--- src/rtl/osc_seq_pkg.sv ---
// Shared opcodes, entry layout and state encoding for the oscillator keying sequencer.
package osc_seq_pkg;

  localparam logic [7:0] OP_IMM   = 8'hFF;
  localparam logic [3:0] OP_ENQ   = 4'hC;
  localparam logic [7:0] OP_START = 8'hA0;
  localparam logic [7:0] OP_STOP  = 8'hA1;
  localparam logic [7:0] OP_CLEAR = 8'hA2;
  localparam int         NUM_OSC  = 8;

  typedef struct packed {
    logic       silent;
    logic [2:0] osc;
    logic [7:0] dur;
  } entry_t;

  typedef enum logic [1:0] {IDLE, PLAY, GAP} state_t;

  function automatic logic [NUM_OSC-1:0] entry_en(entry_t e);
    entry_en = e.silent ? '0 : (NUM_OSC'(1) << e.osc);
  endfunction

endpackage

--- src/rtl/osc_seq_tick_gen.sv ---
// Duration-tick prescaler: one-cycle tick every TICK_CYCLES enabled cycles, synchronous restart.
module osc_seq_tick_gen #(
  parameter int TICK_CYCLES = 12000
) (
  input  logic clk_12mhz_int,
  input  logic M_RESET_B,
  input  logic i_en,
  input  logic i_restart,
  output logic o_tick
);

  localparam int            CW   = $clog2(TICK_CYCLES);
  localparam logic [CW-1:0] LAST = CW'(TICK_CYCLES - 1);

  logic [CW-1:0] r_cnt;

  always_ff @(posedge clk_12mhz_int or negedge M_RESET_B) begin
    if (!M_RESET_B)                              r_cnt <= '0;
    else if (!i_en || i_restart || r_cnt == LAST) r_cnt <= '0;
    else                                         r_cnt <= r_cnt + 1'b1;
  end

  assign o_tick = i_en && (r_cnt == LAST);

endmodule

--- src/rtl/osc_keying_sequencer.sv ---
// On-off keying sequencer: decodes UART command words, stores tone entries, plays them back.
// Optional guard gap of one tick after every entry when SEQ_GUARD_GAP_EN is defined.
module osc_keying_sequencer
  import osc_seq_pkg::*;
#(
  parameter int DEPTH       = 16,
  parameter int TICK_CYCLES = 12000
) (
  input  logic                   clk_12mhz_int,
  input  logic                   M_RESET_B,
  input  logic [15:0]            cmd_data,
  input  logic                   cmd_valid,
  output logic [7:0]             osc_en,
  output logic                   seq_active,
  output logic                   seq_done,
  output logic [$clog2(DEPTH):0] prog_count,
  output logic                   prog_overflow,
  output logic [1:0]             o_dbg_state
);

  localparam int AW = $clog2(DEPTH);

  state_t        r_state;
  logic [AW-1:0] r_idx;
  logic [7:0]    r_repeats;
  logic [7:0]    r_dur_cnt;
  logic [AW:0]   r_prog_count;
  logic          r_overflow;
  logic [7:0]    r_osc_en;
  logic          r_seq_active;
  logic          r_seq_done;
  entry_t        r_mem [DEPTH];

  logic [7:0]    w_op, w_arg, w_imm_en, w_next_rep;
  logic          w_imm, w_enq, w_start_ok, w_stop, w_clear, w_full;
  logic          w_tick, w_entry_end, w_last, w_adv, w_finish, w_restart;
  logic [AW-1:0] w_next_idx;
  entry_t        w_cur;

  assign w_op       = cmd_data[15:8];
  assign w_arg      = cmd_data[7:0];
  assign w_imm      = cmd_valid && (w_op == OP_IMM);
  assign w_enq      = cmd_valid && (w_op[7:4] == OP_ENQ);
  assign w_stop     = cmd_valid && (w_op == OP_STOP);
  assign w_clear    = cmd_valid && (w_op == OP_CLEAR);
  assign w_start_ok = cmd_valid && (w_op == OP_START) && (r_state == IDLE) && (r_prog_count != '0);
  assign w_full     = (r_prog_count == (AW+1)'(DEPTH));
  assign w_imm_en   = (w_arg < 8'd8) ? (8'd1 << w_arg[2:0]) : 8'd0;

  // Combinational read of the current entry; dur==0 wraps to 255 so it lasts 256 ticks.
  assign w_cur       = r_mem[r_idx];
  assign w_entry_end = (r_state == PLAY) && w_tick && (r_dur_cnt == w_cur.dur - 8'd1);

  // End-of-entry decision uses the pre-write prog_count.
  assign w_last     = ({1'b0, r_idx} == r_prog_count - 1'b1);
  assign w_next_idx = w_last ? '0 : r_idx + 1'b1;
  assign w_finish   = w_last && (r_repeats == 8'd1);
  assign w_next_rep = (w_last && (r_repeats > 8'd1)) ? r_repeats - 8'd1 : r_repeats;

`ifdef SEQ_GUARD_GAP_EN
  assign w_adv = (r_state == GAP) && w_tick;
`else
  assign w_adv = w_entry_end;
`endif

  assign w_restart = w_start_ok | w_entry_end | w_adv;

  osc_seq_tick_gen #(.TICK_CYCLES(TICK_CYCLES)) u_tick (
    .clk_12mhz_int (clk_12mhz_int),
    .M_RESET_B     (M_RESET_B),
    .i_en          (r_state != IDLE),
    .i_restart     (w_restart),
    .o_tick        (w_tick)
  );

  always_ff @(posedge clk_12mhz_int) begin
    if (w_enq && !w_full) r_mem[r_prog_count[AW-1:0]] <= entry_t'(cmd_data[11:0]);
  end

  always_ff @(posedge clk_12mhz_int or negedge M_RESET_B) begin
    if (!M_RESET_B) begin
      r_state      <= IDLE;
      r_idx        <= '0;
      r_repeats    <= '0;
      r_dur_cnt    <= '0;
      r_prog_count <= '0;
      r_overflow   <= 1'b0;
      r_osc_en     <= '0;
      r_seq_active <= 1'b0;
      r_seq_done   <= 1'b0;
    end else begin
      r_seq_done <= 1'b0;
      if (w_imm) begin
        r_state      <= IDLE;
        r_seq_active <= 1'b0;
        r_osc_en     <= w_imm_en;
      end else if (w_stop || w_clear) begin
        r_state      <= IDLE;
        r_seq_active <= 1'b0;
        r_osc_en     <= '0;
      end else if (w_start_ok) begin
        r_state      <= PLAY;
        r_seq_active <= 1'b1;
        r_idx        <= '0;
        r_repeats    <= w_arg;
        r_dur_cnt    <= '0;
        r_osc_en     <= entry_en(r_mem[0]);
      end else if (w_adv) begin
        if (w_finish) begin
          r_state      <= IDLE;
          r_seq_active <= 1'b0;
          r_seq_done   <= 1'b1;
          r_osc_en     <= '0;
        end else begin
          r_state   <= PLAY;
          r_idx     <= w_next_idx;
          r_repeats <= w_next_rep;
          r_dur_cnt <= '0;
          r_osc_en  <= entry_en(r_mem[w_next_idx]);
        end
`ifdef SEQ_GUARD_GAP_EN
      end else if (w_entry_end) begin
        r_state   <= GAP;
        r_dur_cnt <= '0;
        r_osc_en  <= '0;
`endif
      end else if ((r_state == PLAY) && w_tick) begin
        r_dur_cnt <= r_dur_cnt + 8'd1;
      end

      if (w_clear) begin
        r_prog_count <= '0;
        r_overflow   <= 1'b0;
      end else if (w_enq) begin
        if (w_full) r_overflow   <= 1'b1;
        else        r_prog_count <= r_prog_count + 1'b1;
      end
    end
  end

  assign osc_en        = r_osc_en;
  assign seq_active    = r_seq_active;
  assign seq_done      = r_seq_done;
  assign prog_count    = r_prog_count;
  assign prog_overflow = r_overflow;
  assign o_dbg_state   = r_state;

endmodule
--- config.mk ---
export PLATFORM = sky130hd
export DESIGN_NAME = osc_keying_sequencer
export DESIGN_NICKNAME = d
export VERILOG_FILES = /design/src/rtl/osc_seq_pkg.sv /design/src/rtl/osc_seq_tick_gen.sv /design/src/rtl/osc_keying_sequencer.sv
export SDC_FILE = /design/constraint.sdc
export NUM_CORES = 1
export LEC_CHECK = 0
export ABC_AREA = 1
export CAP_MARGIN = 30
export CELL_PAD_IN_SITES_DETAIL_PLACEMENT = 0
export CELL_PAD_IN_SITES_GLOBAL_PLACEMENT = 2
export CORE_ASPECT_RATIO = 1.2
export CORE_MARGIN = 2
export CORE_UTILIZATION = 39
export DETAILED_ROUTE_END_ITERATION = 10
export PLACE_DENSITY = 0.88
export SLEW_MARGIN = 20
export SYNTH_ARGS = -nofsm -noshare
export SYNTH_HDL_FRONTEND = slang
export SYNTH_SLANG_ARGS = --single-unit
export TNS_END_PERCENT = 5
--- constraint.sdc ---
create_clock -name clk_12mhz_int -period 3.3 [get_ports clk_12mhz_int]
set_input_delay 0.825 -clock clk_12mhz_int [delete_from_list [all_inputs] [get_ports clk_12mhz_int]]
set_output_delay 0.825 -clock clk_12mhz_int [all_outputs]
set_load 0.05 [all_outputs]
Word-level counts from Yosys, hierarchy flattened
Memories as Yosys holds them, arrays and structs flattened.
Cells that the tools add are included.
{"block": "word_totals", "ff_bits": 52, "ramBits": 192, "out_inout_bits": 18, "word_cells": 119, "mem_count": 1}
{"block": "op_classes", "n_addsub": 7, "order_cmp": 2, "n_eq_ne": 14, "n_shift": 3, "muxes": 44, "n_bitwise": 4, "n_reduce_logical": 34}
{"name": "r_mem", "words": 16, "word_bits": 12, "rd": 3, "rd_ports_with_merged_regs": 0, "write_ports": 1, "line": "osc_keying_sequencer.sv:32", "source": "entry_t r_mem [DEPTH];"}
{"operator": "8-bit two-way mux", "n": 16}
{"operator": "8-bit == test, second input constant", "n": 4}
{"operator": "1-bit by 3-bit << shifter with 8-bit output, first input constant", "n": 3}
{"operator": "1-bit two-way mux", "n": 16}
{"operator": "4-bit two-way mux", "n": 4}
{"operator": "8-bit by 1-bit subtractor with 8-bit output, second input constant", "n": 2}
{"operator": "5-bit two-way mux", "n": 3}
{"operator": "14-bit by 1-bit adder with 14-bit output, second input constant", "n": 1}
{"operator": "14-bit == test, second input constant", "n": 1}
{"operator": "14-bit two-way mux", "n": 1}
{"operator": "1-bit logical AND", "n": 13}
{"operator": "2-bit nonzero test", "n": 5}
{"operator": "8-bit by 1-bit adder with 8-bit output, second input constant", "n": 1}
{"operator": "8-bit by 1-bit == test with 1-bit output, second input constant", "n": 1}
{"operator": "8-bit == test", "n": 1}
{"operator": "8-bit by 1-bit > comparator with 1-bit output, second input constant", "n": 1}
{"operator": "8-bit by 4-bit < comparator with 1-bit output, second input constant", "n": 1}
{"operator": "2-bit two-way mux", "n": 4}
{"operator": "4-bit AND reduction", "n": 2}
{"operator": "4-bit nonzero test", "n": 2}
{"operator": "2-bit AND reduction", "n": 3}
{"operator": "5-bit by 1-bit adder with 5-bit output, second input constant", "n": 1}
{"operator": "4-bit by 5-bit == test with 1-bit output", "n": 1}
{"operator": "5-bit == test, second input constant", "n": 1}
{"operator": "14 further kinds", "n": 20}

Logic depth before layout (Yosys ltp)
An unclocked memory read counts as a cell.
{"block": "depth", "depth_word": 11, "ltp_mapped": 26, "depth_no_buf": 23}

Modules after synthesis
Synthesis repeated with hierarchy kept, for this count alone.
{"block": "unflattened", "hier_cells": 1281, "area_unflattened_um2": 11922.7}
{"module": "osc_keying_sequencer", "instances": 1, "cells_each": 1176, "area_per_inst_um2": 11095.6, "seq_area_each_um2": 6691.4}
{"module": "osc_seq_tick_gen", "instances": 1, "cells_each": 105, "area_per_inst_um2": 827.0, "seq_area_each_um2": 350.3}

Worst setup path after synthesis
Ideal clock, no wire load.
{"block": "synth_timing", "path_kind": "flip-flop to flip-flop", "start": "reg r_prog_count[0], in the netlist prog_count[0]", "end": "reg r_repeats[1]", "setup_ps": 124, "arrival_ps": 2773, "slack_ps": 404, "stages_incl_launch_ff": 13, "n_path_buf": 1, "synth_period_minus_slack_ps": 2896, "cell_sequence": "dfrtp_1 > inv_1 > ha_1 > nand2_1 > inv_1 > a211oi_2 > nand4_4 > nand3b_1 > a2111oi_4 > nand2_2 > buf_6 > nand2_1 > o21ai_2"}
{"block": "synth_via", "elab_chain_len": 5, "word_cells_on_any_way": 11}
{"item": "start, declared", "line": "osc_keying_sequencer.sv:27", "source": "logic [AW:0] r_prog_count;"}
{"item": "start signal, assigned", "line": "osc_keying_sequencer.sv:136", "source": "else r_prog_count <= r_prog_count + 1'b1;"}
{"item": "5-bit by 1-bit subtractor with 5-bit output", "line": "osc_keying_sequencer.sv:55", "source": "assign w_last = ({1'b0, r_idx} == r_prog_count - 1'b1);"}
{"item": "4-bit by 5-bit == test with 1-bit output", "line": "osc_keying_sequencer.sv:55"}
{"item": "1-bit logical AND, on equally long branches", "line": "osc_keying_sequencer.sv:57, osc_keying_sequencer.sv:58"}
{"item": "2-bit != test (no source line) / 2-bit nonzero test (equally long branches)"}
{"item": "5-bit AND reduction (no source line)"}
{"item": "end signal, assigned", "line": "osc_keying_sequencer.sv:105", "source": "r_repeats <= w_arg;"}
{"item": "end signal, assigned", "line": "osc_keying_sequencer.sv:117", "source": "r_repeats <= w_next_rep;"}
{"item": "end, declared", "line": "osc_keying_sequencer.sv:25", "source": "logic [7:0] r_repeats;"}
Several ways; a longest one is shown, not always the timed one.
A chain may end at the register's enable or synchronous reset.

Worst setup path in the final report
{"block": "layout_timing", "start": "reg r_idx[0]", "end": "reg r_seq_active, in the netlist seq_active"}
{"block": "layout_via", "elab_chain_len": 6, "word_cells_on_any_way": 9}
{"item": "start, declared", "line": "osc_keying_sequencer.sv:24", "source": "logic [AW-1:0] r_idx;"}
{"item": "start signal, assigned", "line": "osc_keying_sequencer.sv:116", "source": "r_idx <= w_next_idx;"}
{"item": "memory 16 x 12 bit"}
{"item": "8-bit by 1-bit subtractor with 8-bit output", "line": "osc_keying_sequencer.sv:52", "source": "assign w_entry_end = (r_state == PLAY) && w_tick && (r_dur_cnt == w_cur.dur - 8'd1);"}
{"item": "8-bit == test", "line": "osc_keying_sequencer.sv:52"}
{"item": "1-bit logical AND", "line": "osc_keying_sequencer.sv:52"}
{"item": "4-bit nonzero test (no source line)"}
{"item": "2-bit AND reduction (no source line) *"}
{"item": "end signal, assigned", "line": "osc_keying_sequencer.sv:89", "source": "r_seq_active <= 1'b0;"}
{"item": "end signal, assigned", "line": "osc_keying_sequencer.sv:95", "source": "r_seq_active <= 1'b0;"}
{"item": "end signal, assigned", "line": "osc_keying_sequencer.sv:99", "source": "r_seq_active <= 1'b0;"}
{"item": "end, declared", "line": "osc_keying_sequencer.sv:30", "source": "logic r_seq_active;"}
Mark *: on every way between the ends. The rest lies on a longest branch, timed or not.

==> impl_metrics.env <==
export IMPL_status="completed"
export IMPL_synth_edf_count=192
export IMPL_drt_initial_drc_count=738
export IMPL_worstPathRequired_ps=3720
export IMPL_area_growth_pct=19.39
export IMPL_worstSkewPairLatency_ps=530
export IMPL_worstReg2RegStart="r_idx[0]$_DFFE_PN0P_"
export IMPL_dpl_cell_count=1814
export IMPL_min_period_over_period=0.9316
export IMPL_worstSetupEndpointType="register"
export IMPL_hpwl_um=22640
export IMPL_relSlewSlack=0.4414
export IMPL_hp_class="input pin to async pin"
export IMPL_grt_overflow=0
export IMPL_r2r_end="seq_active$_DFFE_PN0P_"
export IMPL_period_minus_slack_ps=3074
export IMPL_fp_row_count=71
export IMPL_crit_family="simple AND/OR/NAND/NOR gates"
export IMPL_cp_buffers_inverters=3
export IMPL_antenna_found_initial=0
export IMPL_antenna_diode_count=0
export IMPL_total_power_w=0.007299
export IMPL_crit_chain="buf_12 > or2_2 > nand3_1 > nand2_1 > nand2_1 > nand3_1 > nand2_2 > ha_2 > xor2_2 > inv_1 > nor2_1 > nand4_1 > nor2_1 > nand2_1 > nor2_2 > nand2_2 > nand2_1 > buf_6 > nand2_1 > nand2_1 > nand2_1"
export IMPL_tightest_slew_ps=834.8
export IMPL_start_kind="register"
export IMPL_cts_tree="yes"
export IMPL_htreeDepth=1
export IMPL_synth_flop_cell="edfxtp_1"
export IMPL_grt_pass1_wl_um=51050
export IMPL_die_w_um=165.5
export IMPL_die_h_um=197.9
export IMPL_peakVddDrop_mv=0.2625
export IMPL_final_cells=1863
export IMPL_tns_ps=0
export IMPL_drcViolationCount=0
export IMPL_drive_gt1_frac=0.1259
export IMPL_io_pins=37
export IMPL_track_usage=0.2057
export IMPL_p_per_area_mw_per_mm2=500.6
export IMPL_core_area_mm2=0.03109
export IMPL_cpMaxStageDelayCell="dfrtp_2"
export IMPL_drt_pass1_iterations=5
export IMPL_synth_area_mm2=0.01221
export IMPL_io_buffers=35
export IMPL_grt_pass1_vias=9189
export IMPL_leakagePower_nw=6.206
export IMPL_crit_path_frequent_cell="nand2_1"
export IMPL_routed_wl_um=33230
export IMPL_netlist_instances=1340
export IMPL_drv_cap=0
export IMPL_fmaxAchievable_mhz=325.3
export IMPL_rrSetupSlack_ps=230
export IMPL_finalSetupViolCount=0
export IMPL_ys_ff_latch=243
export IMPL_syn_avg_cell_area_um2=9.114
export IMPL_clk_pin_slew_worst_paths_ps=60
export IMPL_critPathMaxFanout=16
export IMPL_ant_nets=0
export IMPL_gp_congestion=0.8876
export IMPL_grt_max_degree=62
export IMPL_path_class="register to register"
export IMPL_maxSlewViolCount=0
export IMPL_num_vias=9310
export IMPL_start_util=0.3928
export IMPL_report_final_hold_viol_count=0
export IMPL_nNetsFinal=1473
export IMPL_slowest_delay_ps=480
export IMPL_synthDistinctLibCells=47
export IMPL_cts_buffers=25
export IMPL_post_drt_wl_per_cell_um=17.84
export IMPL_seq_area_frac_synth=0.5766
export IMPL_reg2regPathDepth=21
export IMPL_cts_buffer_depth=3
export IMPL_yosys_warnings=0
export IMPL_synthArstFlopShare=0.2099
export IMPL_synth_fp_nets=1369
export IMPL_clock_skew_ps=7.807
export IMPL_cts_sinks=243
export IMPL_dieArea_mm2=0.03275
export IMPL_ctsRootBufferMaster="clkbuf_16"
export IMPL_worstPathArrival_ps=3490
export IMPL_viasPerCell=4.997
==> per-layer routing <==
metal | vias to the layer above | GRT usage | wire, µm
li1 | 4612 | - | -
met1 | 4434 | 0.2755 | 14600
met2 | 212 | 0.3475 | 16020
met3 | 52 | 0.02807 | 1766
met4 | 0 | 0.05971 | 839
met5 | - | 0 | 0
==> area by class of cell <==
class,instances,area [µm²]
clock buffers,36,696.9
well taps,401,501.7
inverters,188,715.7
multi-input cells,862,4225
fillers,3031,16510
flip-flops and latches,243,7043
clock inverters,9,167.7
repair buffers,124,1231
==> synthesized netlist by cell type, drive strengths merged (13+ instances only) <==
cell type | n | area share
nand2 | 375 | 0.12
edfxtp | 192 | 0.47
inv | 187 | 0.057
nand3 | 172 | 0.073
nor2 | 129 | 0.041
dfrtp | 51 | 0.10
buf | 37 | 0.020
o21ai | 36 | 0.016
xor2 | 25 | 0.019
nand4 | 21 | 0.012
nor3 | 18 | 0.0074
or2 | 17 | 0.0087
nand3b | 13 | 0.0080
==> worst max-delay path by stage <==
stage                                    from                        to  slack (ps)  cells past startpoint
finish                   r_idx[0]$_DFFE_PN0P_    seq_active$_DFFE_PN0P_         230                     21
global placement                  cmd_data[8]      r_idx[0]$_DFFE_PN0P_          40                     10
CTS                      r_idx[0]$_DFFE_PN0P_    seq_active$_DFFE_PN0P_          50                     22
global route             r_idx[0]$_DFFE_PN0P_      r_idx[2]$_DFFE_PN0P_          -3                     20
floorplan           prog_count[0]$_DFFE_PN0P_  r_repeats[1]$_DFFE_PN0P_         400                     12
detailed placement                cmd_data[8]      r_idx[1]$_DFFE_PN0P_          -2                     10
==> sequential cells by signal, indices dropped and copies added (netlist names) <==
signal         count
r_idx              4
seq_active         1
osc_en             8
seq_done           1
r_mem            192
r_repeats          8
prog_overflow      1
u_tick.r_cnt      14
o_dbg_state        1
r_dur_cnt          8
prog_count         5
==> layout by cell type, fill, tap and decap left out, types with 15 or more instances in the layout <==
cell type        count
inv_1              184
buf_4               71
nand3_1            166
nand4_1             20
nor2_1             121
xor2_1              22
edfxtp_1           192
nor3_1              15
clkdlybuf4s50_1     34
clkbuf_16           27
dfrtp_1             50
o21ai_0             23
nand2_1            362
==> timing repair <==
| item | CTS | global route |
|---|---|---|
| endpoints found under the setup margin | 0 | 30 |
| hold buffers | 0 | 0 |
| setup buffers | 0 | 2 |
| resized for setup | 0 | 14 |
==> metrics by stage <==
step	setup slack (ps)	instance area, µm²	hold slack (ps)	util
after floorplan	403.7	12210	432.9	-
after global placement	39.79	13600	446.8	0.4374
after detailed placement	-1.706	13600	461.8	0.4374
after CTS	53.84	14460	452.0	0.4652
after global routing	-3.079	14580	495.2	0.4690
final	225.6	14580	438.7	0.4690
==> power breakdown <==
| part | switching [W] | leakage, nW | total (W) | internal (W) |
|---|---|---|---|---|
| clock network | 0.00117 | 0.421 | 0.00302 | 0.00185 |
| registers | 0.0000387 | 2.42 | 0.00339 | 0.00335 |
| logic | 0.000602 | 3.36 | 0.000888 | 0.000286 |
| total | 0.00181 | 6.21 | 0.00730 | 0.00549 |
==> kinds of logic (layout without fill, tap and decap cells) <==
group	after synthesis	after routing	synth area share
other	1	1	0.0003071
multiplexers	1	1	0.0008196
AO/OA/AOI/OAI	66	66	0.03627
AND/OR/NAND/NOR	755	755	0.2732
XOR/XNOR	29	29	0.02203
buffers and inverters	235	357	0.08053
adder cells (fa/ha/maj)	10	10	0.01024
flip-flops	243	243	0.5766
Note: power is estimated with default switching activity, not from simulation.
